## config.mk

```make
export PLATFORM = sky130hd
export DESIGN_NAME = cache_store_merger
export DESIGN_NICKNAME = d
export VERILOG_FILES = /design/src/rtl/cache_pkg.sv /design/src/rtl/line_byte_merge.sv /design/src/rtl/cache_store_merger.sv
export SDC_FILE = /design/constraint.sdc
export NUM_CORES = 1
export LEC_CHECK = 0
export ABC_AREA = 1
export CORE_UTILIZATION = 40
export DETAILED_ROUTE_END_ITERATION = 10
export PLACE_DENSITY = 0.79
export SKIP_LAST_GASP = 1
export SYNTH_ARGS = -nofsm -noshare
export SYNTH_HDL_FRONTEND = slang
export SYNTH_SLANG_ARGS = --single-unit
export TNS_END_PERCENT = 1
```

## constraint.sdc

```tcl
create_clock -name clk -period 6.3 [get_ports clk]
set_input_delay 1.575 -clock clk [delete_from_list [all_inputs] [get_ports clk]]
set_output_delay 1.575 -clock clk [all_outputs]
set_load 0.005 [all_outputs]
```

## src/rtl/cache_pkg.sv

```systemverilog
// Shared definitions for the store-merge buffer.
//   state_t         : controller states
//   off_width()     : byte-offset bits inside a line
//   word_off_width(): byte-offset bits inside a store word
//   cnt_width()     : width of the idle counter for a given timeout
package cache_pkg;

    typedef enum logic [2:0] {
        IDLE,
        COLLECT,
        RD_REQ,
        RD_WAIT,
        WRITE
    } state_t;

    function automatic int off_width(input int line_w);
        return $clog2(line_w / 8);
    endfunction

    function automatic int word_off_width(input int word_w);
        return $clog2(word_w / 8);
    endfunction

    // The counter only has to reach TIMEOUT-1.
    function automatic int cnt_width(input int timeout);
        return (timeout < 2) ? 1 : $clog2(timeout);
    endfunction

endpackage

```

## src/rtl/line_byte_merge.sv

```systemverilog
// Combinational per-byte select between two lines.
//   new_line : bytes taken where mask is set
//   old_line : bytes taken where mask is clear
//   mask     : one bit per byte
//   merged   : result
module line_byte_merge #(
    parameter int LINE_W = 64
) (
    input  logic [LINE_W-1:0]   new_line,
    input  logic [LINE_W-1:0]   old_line,
    input  logic [LINE_W/8-1:0] mask,
    output logic [LINE_W-1:0]   merged
);

    for (genvar gi = 0; gi < LINE_W / 8; gi++) begin : g_byte
        assign merged[gi*8 +: 8] = mask[gi] ? new_line[gi*8 +: 8] : old_line[gi*8 +: 8];
    end

endmodule

```

## src/rtl/cache_store_merger.sv

```systemverilog
// Single-line store-merge buffer between a CPU store port and a cache data array.
// Stores to one line are collected with byte enables. On drain a fully written
// line is written back directly; a partial line first fetches the old line and
// fills the unwritten bytes from it.
//   clk, reset                     : clock, synchronous active-high reset
//   st_valid/st_ready/st_addr/
//   st_data/st_be                  : store request port
//   flush                          : force drain of the buffered line
//   rd_req_valid/ready/addr        : old-line read request
//   rd_rsp_valid/rd_rsp_data       : old-line read response (single-cycle pulse)
//   wb_valid/ready/addr/data/mask  : merged line write-back
//   busy                           : controller not idle
module cache_store_merger
    import cache_pkg::*;
#(
    parameter int LINE_W  = 64,
    parameter int WORD_W  = 32,
    parameter int ADDR_W  = 32,
    parameter int TIMEOUT = 16
) (
    input  logic                clk,
    input  logic                reset,
    input  logic                st_valid,
    output logic                st_ready,
    input  logic [ADDR_W-1:0]   st_addr,
    input  logic [WORD_W-1:0]   st_data,
    input  logic [WORD_W/8-1:0] st_be,
    input  logic                flush,
    output logic                rd_req_valid,
    input  logic                rd_req_ready,
    output logic [ADDR_W-1:0]   rd_req_addr,
    input  logic                rd_rsp_valid,
    input  logic [LINE_W-1:0]   rd_rsp_data,
    output logic                wb_valid,
    input  logic                wb_ready,
    output logic [ADDR_W-1:0]   wb_addr,
    output logic [LINE_W-1:0]   wb_data,
    output logic [LINE_W/8-1:0] wb_mask,
    output logic                busy
);

    localparam int LINE_BYTES = LINE_W / 8;
    localparam int WORD_BYTES = WORD_W / 8;
    localparam int LANES      = LINE_W / WORD_W;
    localparam int OFF_W      = off_width(LINE_W);
    localparam int WOFF_W     = word_off_width(WORD_W);
    localparam int TAG_W      = ADDR_W - OFF_W;
    localparam int CNT_W      = cnt_width(TIMEOUT);

    state_t                  state_reg, state_next;
    logic [TAG_W-1:0]        tag_reg, tag_next;
    logic [LINE_W-1:0]       buf_reg, buf_next;
    logic [LINE_BYTES-1:0]   mask_reg, mask_next;
    logic [CNT_W-1:0]        cnt_reg, cnt_next;

    logic [TAG_W-1:0]        st_tag;
    logic [OFF_W-1:0]        st_lane;
    logic [LINE_W-1:0]       st_line;
    logic [LINE_BYTES-1:0]   st_mask;
    logic [LINE_W-1:0]       st_merged;
    logic [LINE_W-1:0]       rsp_merged;
    logic                    tag_match;
    logic                    drain;

    assign st_tag    = st_addr[ADDR_W-1:OFF_W];
    assign st_lane   = st_addr[OFF_W-1:0] >> WOFF_W;
    assign tag_match = (st_tag == tag_reg);

    // Store word replicated into every lane; the byte mask selects the real one.
    assign st_line = {LANES{st_data}};

    for (genvar gi = 0; gi < LANES; gi++) begin : g_lane
        assign st_mask[gi*WORD_BYTES +: WORD_BYTES] =
            (st_lane == OFF_W'(gi)) ? st_be : '0;
    end

    // Store path: new store bytes over the buffer.
    line_byte_merge #(.LINE_W(LINE_W)) u_st_merge (
        .new_line (st_line),
        .old_line (buf_reg),
        .mask     (st_mask),
        .merged   (st_merged)
    );

    // Refill path: buffered bytes over the old line.
    line_byte_merge #(.LINE_W(LINE_W)) u_rsp_merge (
        .new_line (buf_reg),
        .old_line (rd_rsp_data),
        .mask     (mask_reg),
        .merged   (rsp_merged)
    );

    always_comb begin
        state_next = state_reg;
        tag_next   = tag_reg;
        buf_next   = buf_reg;
        mask_next  = mask_reg;
        cnt_next   = cnt_reg;
        st_ready   = 1'b0;
        drain      = 1'b0;

        case (state_reg)
            IDLE: begin
                st_ready = 1'b1;
                if (st_valid && (st_be != '0)) begin
                    tag_next   = st_tag;
                    buf_next   = st_merged;
                    mask_next  = st_mask;
                    cnt_next   = '0;
                    state_next = COLLECT;
                end
            end
            COLLECT: begin
                st_ready = st_valid && tag_match && !flush;
                if (st_ready) begin
                    buf_next  = st_merged;
                    mask_next = mask_reg | st_mask;
                    cnt_next  = '0;
                end else begin
                    cnt_next = cnt_reg + CNT_W'(1);
                end
                drain = flush || (st_valid && !tag_match) ||
                        (cnt_reg == CNT_W'(TIMEOUT - 1));
                // A store accepted in the timeout cycle is included in the
                // drain, so the full-line test uses the updated mask.
                if (drain) begin
                    state_next = (&mask_next) ? WRITE : RD_REQ;
                end
            end
            RD_REQ: begin
                if (rd_req_ready) begin
                    state_next = RD_WAIT;
                end
            end
            RD_WAIT: begin
                if (rd_rsp_valid) begin
                    buf_next   = rsp_merged;
                    state_next = WRITE;
                end
            end
            WRITE: begin
                if (wb_ready) begin
                    mask_next  = '0;
                    state_next = IDLE;
                end
            end
            default: begin
                state_next = IDLE;
            end
        endcase

        // No store may be taken while reset is asserted.
        if (reset) begin
            st_ready = 1'b0;
        end
    end

    always_ff @(posedge clk) begin
        if (reset) begin
            state_reg <= IDLE;
            tag_reg   <= '0;
            buf_reg   <= '0;
            mask_reg  <= '0;
            cnt_reg   <= '0;
        end else begin
            state_reg <= state_next;
            tag_reg   <= tag_next;
            buf_reg   <= buf_next;
            mask_reg  <= mask_next;
            cnt_reg   <= cnt_next;
        end
    end

    // Outputs are decoded from registers; reset forces the status outputs low
    // in the reset cycle itself.
    assign rd_req_valid = !reset && (state_reg == RD_REQ);
    assign wb_valid     = !reset && (state_reg == WRITE);
    assign busy         = !reset && (state_reg != IDLE);
    assign rd_req_addr  = {tag_reg, {OFF_W{1'b0}}};
    assign wb_addr      = {tag_reg, {OFF_W{1'b0}}};
    assign wb_data      = buf_reg;
    assign wb_mask      = mask_reg;

endmodule

```

==> qor.txt, run 1 <==
result of the run -> completed
most frequent cells in the layout -> nand2_1 (350), clkdlybuf4s50_1 (269), dfxtp_1 (108)
Reg clk slew, reported paths -> 70 ps
Final HPWL DP -> 13680 um
setup bufs post-CTS -> 0
largest net degree at the start of global routing -> 67
number of diodes -> 0
final setup fails -> 0
wire per inst -> 14.00 um
CTS tree -> built
clk root buf -> clkbuf_16
worst skew pair latency -> 360 ps
Die Y -> 123.1 um
Cells after Synth -> 928
register area share after synthesis -> 36.83%
CORE AREA -> 0.01410 mm^2
Antenna Nets Post-Route -> 0
Final Skew -> 11.91 ps
setup ws final -> 818.6 ps
Min-Delay Path Class -> reg -> reg
Clock Path Buffers -> 2
setup TNS -> 0 ps
max reg flops -> 64
initial antenna violation count -> 0
RSZ-0062 raised after global routing -> false
vias per inst -> 4.880
Ys Warns -> 0
WS Path Type -> in -> out
post-synth cell types -> 31
TritonRoute pass-1 iters -> 4
part of the cycle the worst path needs -> 87.01%
Tmin final -> 5481 ps
final layout net count -> 1286
Num CTS Buffers -> 9
total track usage -> 24.20%
vias after detailed routing -> 6495
Slew Viols, Final -> 0
Critical Path Source Type -> primary input
Critical Path Fanout Max -> 10
nature of the critical path endpoint -> output port
# IOs -> 279
first-pass GRT wire length -> 28450 um
Power, Total -> 0.002455 W
fmax -> 0.1824 GHz
Leakage -> 3.675 nW
CP arrival -> 3910 ps
DRC -> 0
gpl congestion -> 0.8392
Starting DRT DRC Count -> 375
input/output buffers -> 270
Syn Std Cell Area -> 0.005871 mm^2
Final Hold Viols -> 0
area of the multi-input gates -> 0.002964 mm^2
GRT overflow -> 0
relative slew slack -> 29.11%
peak supply drop -> 0.1737 mV
Synth Area per Inst -> 6.326 um^2
pre-CTS worst setup slack -> 846.8 ps
placed insts -> 1315
Hold-fix buffers, CTS -> 0
FF+latch area -> 0.002162 mm^2
post_cts resized -> 0
TritonCTS Sinks -> 108
WL final -> 18640 um
WP data required -> 4720 ps
Worst Tran Pin Value -> 1063 ps
number of max-cap violations -> 0
number of global-route vias before repair -> 5787
H-tree depth -> 3
Cell Count, Final, Fillers Out -> 1331
Starting Density -> 41.65%
DIE AREA -> 0.01516 mm^2
chip width -> 123.1 um
hold slack -> 443.1 ps
num rows -> 43
most common cell after layout, fill and taps aside -> nand2_1
Synth Register Bits -> 108
Area growth, synth to finish -> 49.04%
share of post-route cells with drive strength above 1 -> 3.823%
FILL cells -> 1324
Power Dens Cells -> 280.6 mW/mm^2
-- cells in the mapped netlist --
cell / count / area share (%)
nor2_8: 1 / 0.34
nand3_2: 1 / 0.17
o21ai_0: 45 / 3.8
o21ai_1: 3 / 0.26
nor2_4: 1 / 0.19
nand2_2: 1 / 0.11
nor2_1: 66 / 4.2
buf_1: 4 / 0.26
a21oi_1: 91 / 7.8
o21ai_2: 8 / 1.2
xnor2_1: 4 / 0.60
clkinv_1: 2 / 0.13
o41ai_1: 1 / 0.15
buf_2: 1 / 0.085
buf_6: 5 / 0.96
buf_4: 36 / 4.6
ha_1: 1 / 0.21
or2_2: 2 / 0.21
xor2_1: 2 / 0.30
nor3_1: 1 / 0.085
a31oi_1: 8 / 0.85
inv_1: 80 / 5.1
nand2_1: 350 / 22
o211ai_1: 2 / 0.26
a211oi_1: 1 / 0.13
dfxtp_1: 108 / 37
clkbuf_1: 27 / 1.7
nand2_4: 4 / 0.77
buf_8: 1 / 0.26
conb_1: 1 / 0.064
nand3_1: 70 / 6.0
-- final timing paths --
check                            startpoint  cells after the start  slack [ps]                      end
hold reg to reg     wb_data[3]$_SDFFE_PP0P_                      2         440  wb_data[3]$_SDFFE_PP0P_
setup reg to reg  state_reg[0]$_SDFFE_PP0P_                      9        3280  wb_data[0]$_SDFFE_PP0P_
setup / recovery                st_addr[15]                     12         820                 st_ready
hold / removal      wb_data[3]$_SDFFE_PP0P_                      2         440  wb_data[3]$_SDFFE_PP0P_
-- cell families after synthesis --
logic type / synth area share, %
other cells: 0.06388
flops: 36.83
buf+inv: 13.13
simple gates: 34.44
compound gates: 14.43
xor+xnor: 0.8951
fa+ha+maj: 0.2131
-- critical path, stage by stage --
cell and delay (ps):
clkdlybuf4s50_1 480, inv_1 50, nand2_1 50, nand2_1 40, nor2_1 160, nand2_1 90
nor2_1 90, nand2_1 100, nor2_4 260, nand3_2 130, a211oi_1 300, clkdlybuf4s50_1 560
-- power breakdown --
| group | switching, W | total [W] | leakage (nW) | internal, W |
|---|---|---|---|---|
| sequential | 0.0000939 | 0.000881 | 0.883 | 0.000787 |
| combinational | 0.000464 | 0.000906 | 2.62 | 0.000441 |
| clock | 0.000276 | 0.000669 | 0.168 | 0.000393 |
| total | 0.000834 | 0.00246 | 3.68 | 0.00162 |
-- per-layer routing --
| layer | vias up | track usage [%] | part of all wire, % | routed length, um |
|---|---|---|---|---|
| met5 | - | 0 | 0 | 0 |
| met3 | 27 | 7.518 | 7.0 | 1305 |
| li1 | 3321 | - | - | - |
| met4 | 0 | 7.229 | 2.3 | 430 |
| met2 | 210 | 41.76 | 49 | 9207 |
| met1 | 2937 | 28.60 | 41 | 7695 |
-- layout make-up --
cell class / instances / area share (%)
Inverter: 82 / 3.518
Clock inverter: 7 / 1.401
Sequential cell: 108 / 24.71
Clock buffer: 9 / 2.574
Timing Repair Buffer: 276 / 31.35
Tap cell: 180 / 2.574
Multi-Input combinational cell: 669 / 33.88
-- metrics by stage --
step / cell area, um^2 / utilization [%]
2_1_floorplan: 5889 / -
3_3_place_gp: 8402 / 59.60
3_5_place_dp: 8402 / 59.60
4_1_cts: 8750 / 62.07
5_1_grt: 8750 / 62.07
6_report: 8750 / 62.07
Note: power is estimated with default switching activity, not from simulation.
==> run 2, diff against run 1 <==
--- a/config.mk
+++ b/config.mk
@@ -9,6 +9,7 @@
 export CORE_UTILIZATION = 40
 export DETAILED_ROUTE_END_ITERATION = 10
 export PLACE_DENSITY = 0.79
+export SETUP_SLACK_MARGIN = 0.05
 export SKIP_LAST_GASP = 1
 export SYNTH_ARGS = -nofsm -noshare
 export SYNTH_HDL_FRONTEND = slang
==> constraint.sdc (replaced) <==
create_clock -name clk -period 6.3 [get_ports clk]
set_input_delay 0.63 -clock clk [delete_from_list [all_inputs] [get_ports clk]]
set_output_delay 0.63 -clock clk [all_outputs]
set_load 0.005 [all_outputs]
==> run 2 against run 1 <==
Final cell count barely moved; non-clock buffer count down 1; design area is 0.67% lower; worst hold slack better by 3.4 ps; sequential power hardly changed; via count rose by 0.68%; flip-flop and latch count is the same; die area did not move; clock skew down 5.3 ps; wire length grew 0.76%.
==> qor.txt, run 2 (synthesis gave the netlist of run 1 again) <==
result of the run -> completed
first-pass GRT wire length -> 28950 um
WP data required -> 6520 ps
Leakage -> 3.648 nW
num rows -> 43
worst skew pair latency -> 360 ps
Slew Viols, Final -> 0
DR WL met2 -> 9085 um
Final Skew -> 6.654 ps
final setup fails -> 0
peak supply drop -> 0.2785 mV
H-tree depth -> 3
met3 routed WL -> 1378 um
wire per inst -> 14.12 um
most common cell after layout, fill and taps aside -> nand2_1
number of diodes -> 0
critical path's most frequent cell -> nand2_1
TritonRoute pass-1 iters -> 4
setup bufs post-CTS -> 0
Layout Cell Area excl Fill -> 0.008691 mm^2
Power Dens Cells -> 271.0 mW/mm^2
CTS tree -> built
Reg clk slew, reported paths -> 70 ps
fmax -> 0.2782 GHz
Critical Path Source Type -> primary input
CORE AREA -> 0.01410 mm^2
DRC -> 0
DIE AREA -> 0.01516 mm^2
chip width -> 123.1 um
Worst Tran Pin Value -> 1082 ps
Area growth, synth to finish -> 48.04%
Num CTS Buffers -> 9
relative slew slack -> 27.87%
Antenna Nets Post-Route -> 0
RSZ-0062 raised after global routing -> false
part of the cycle the worst path needs -> 57.06%
share of post-route cells with drive strength above 1 -> 3.739%
Tmin final -> 3595 ps
input/output buffers -> 270
WL final -> 18780 um
setup TNS -> 0 ps
TritonCTS Sinks -> 108
most frequent cells in the layout -> nand2_1 (350), clkdlybuf4s50_1 (269), dfxtp_1 (108)
WS Path Type -> in -> reg
largest net degree at the start of global routing -> 67
vias after detailed routing -> 6539
clk root buf -> clkbuf_16
initial antenna violation count -> 0
Starting Density -> 41.65%
Final Hold Viols -> 0
Starting DRT DRC Count -> 402
FILL cells -> 1297
Critical Path Fanout Max -> 64
max reg flops -> 64
WL met1 -> 7677 um
placed cell areas -> 0.008394 mm^2
final core utilization -> 61.65%
number of max-cap violations -> 0
Critical Path Max Stage Delay -> 700 ps
gpl congestion -> 0.8475
top routing layer used -> met4
post_cts resized -> 0
CP arrival -> 3810 ps
nature of the critical path endpoint -> register
number of global-route vias before repair -> 5967
Die Y -> 123.1 um
total track usage -> 24.67%
Min-Delay Path Class -> reg -> reg
Clock Path Buffers -> 2
GRT overflow -> 0
# IOs -> 279
vias per inst -> 4.917
Hold-fix buffers, CTS -> 0
Final HPWL DP -> 13680 um
CP cell instances -> clkdlybuf4s50_1, inv_1, nand2_1, nand2_1, nor2_1, nand2_1, nor2_1, nand2_1, nor2_4, nand3_2, nand2_2, o21ai_2, nor2_8, o21ai_2, o21ai_0, a21oi_1
final layout net count -> 1285
Slowest-stage cell, CP -> nor2_8
run 2: changes by cell type in the layout (fill, tap and decap cells not counted):
cell       previous run  this run
buf_4                 6         5
inv_8                 1         0
bufinv_16             3         0
inv_6                 1         2
clkbuf_8              0         3
run 2: area by class of cell:
class / count / area [um^2] / area share, %
clock inverters: 4 / 30.03 / 0.3455
multi-input cells: 669 / 2964 / 34.11
inverters: 82 / 307.8 / 3.542
clock buffers: 12 / 266.5 / 3.067
repair buffers: 275 / 2735 / 31.47
well taps: 180 / 225.2 / 2.591
flip-flops and latches: 108 / 2162 / 24.88
run 2: worst paths after layout:
| check | to | slack [ps] | cells after the start | start |
|---|---|---|---|---|
| min | wb_data[3]$_SDFFE_PP0P_ | 450 | 2 | wb_data[3]$_SDFFE_PP0P_ |
| max reg2reg | wb_data[2]$_SDFFE_PP0P_ | 3060 | 15 | tag_reg[14]$_SDFFE_PP0P_ |
| min reg2reg | wb_data[3]$_SDFFE_PP0P_ | 450 | 2 | wb_data[3]$_SDFFE_PP0P_ |
| max | wb_data[2]$_SDFFE_PP0P_ | 2710 | 16 | st_addr[15] |
run 2: critical path: cells and delay by family:
family,cells,cell delay (ps)
AND/OR/NAND/NOR,10,1680
buffers and inverters,2,550
AO/OA/AOI/OAI,4,880
run 2: stage by stage:
| step | power [W] | setup slack, ps | std cells | hold WS [ps] |
|---|---|---|---|---|
| finish | 0.002356 | 2706 | 1330 | 446.5 |
| global route | 0.002507 | 2354 | 1330 | 467.9 |
| floorplan | 0.001401 | 4080 | 933 | 438.6 |
| global placement | 0.001784 | 2390 | 1314 | 432.1 |
| detailed placement | 0.001795 | 2396 | 1314 | 438.7 |
| CTS | 0.002374 | 2753 | 1330 | 449.7 |
run 2: power breakdown:
part / switching (W) / internal (W)
clock network: 0.000268 / 0.000303
registers: 0.0000933 / 0.000787
logic: 0.000465 / 0.000438
run 2: layer usage:
metal	GRT usage, %	vias up
met5	0	-
met4	11.30	0
met3	7.149	44
met2	42.39	234
met1	28.14	2926
li1	-	3335
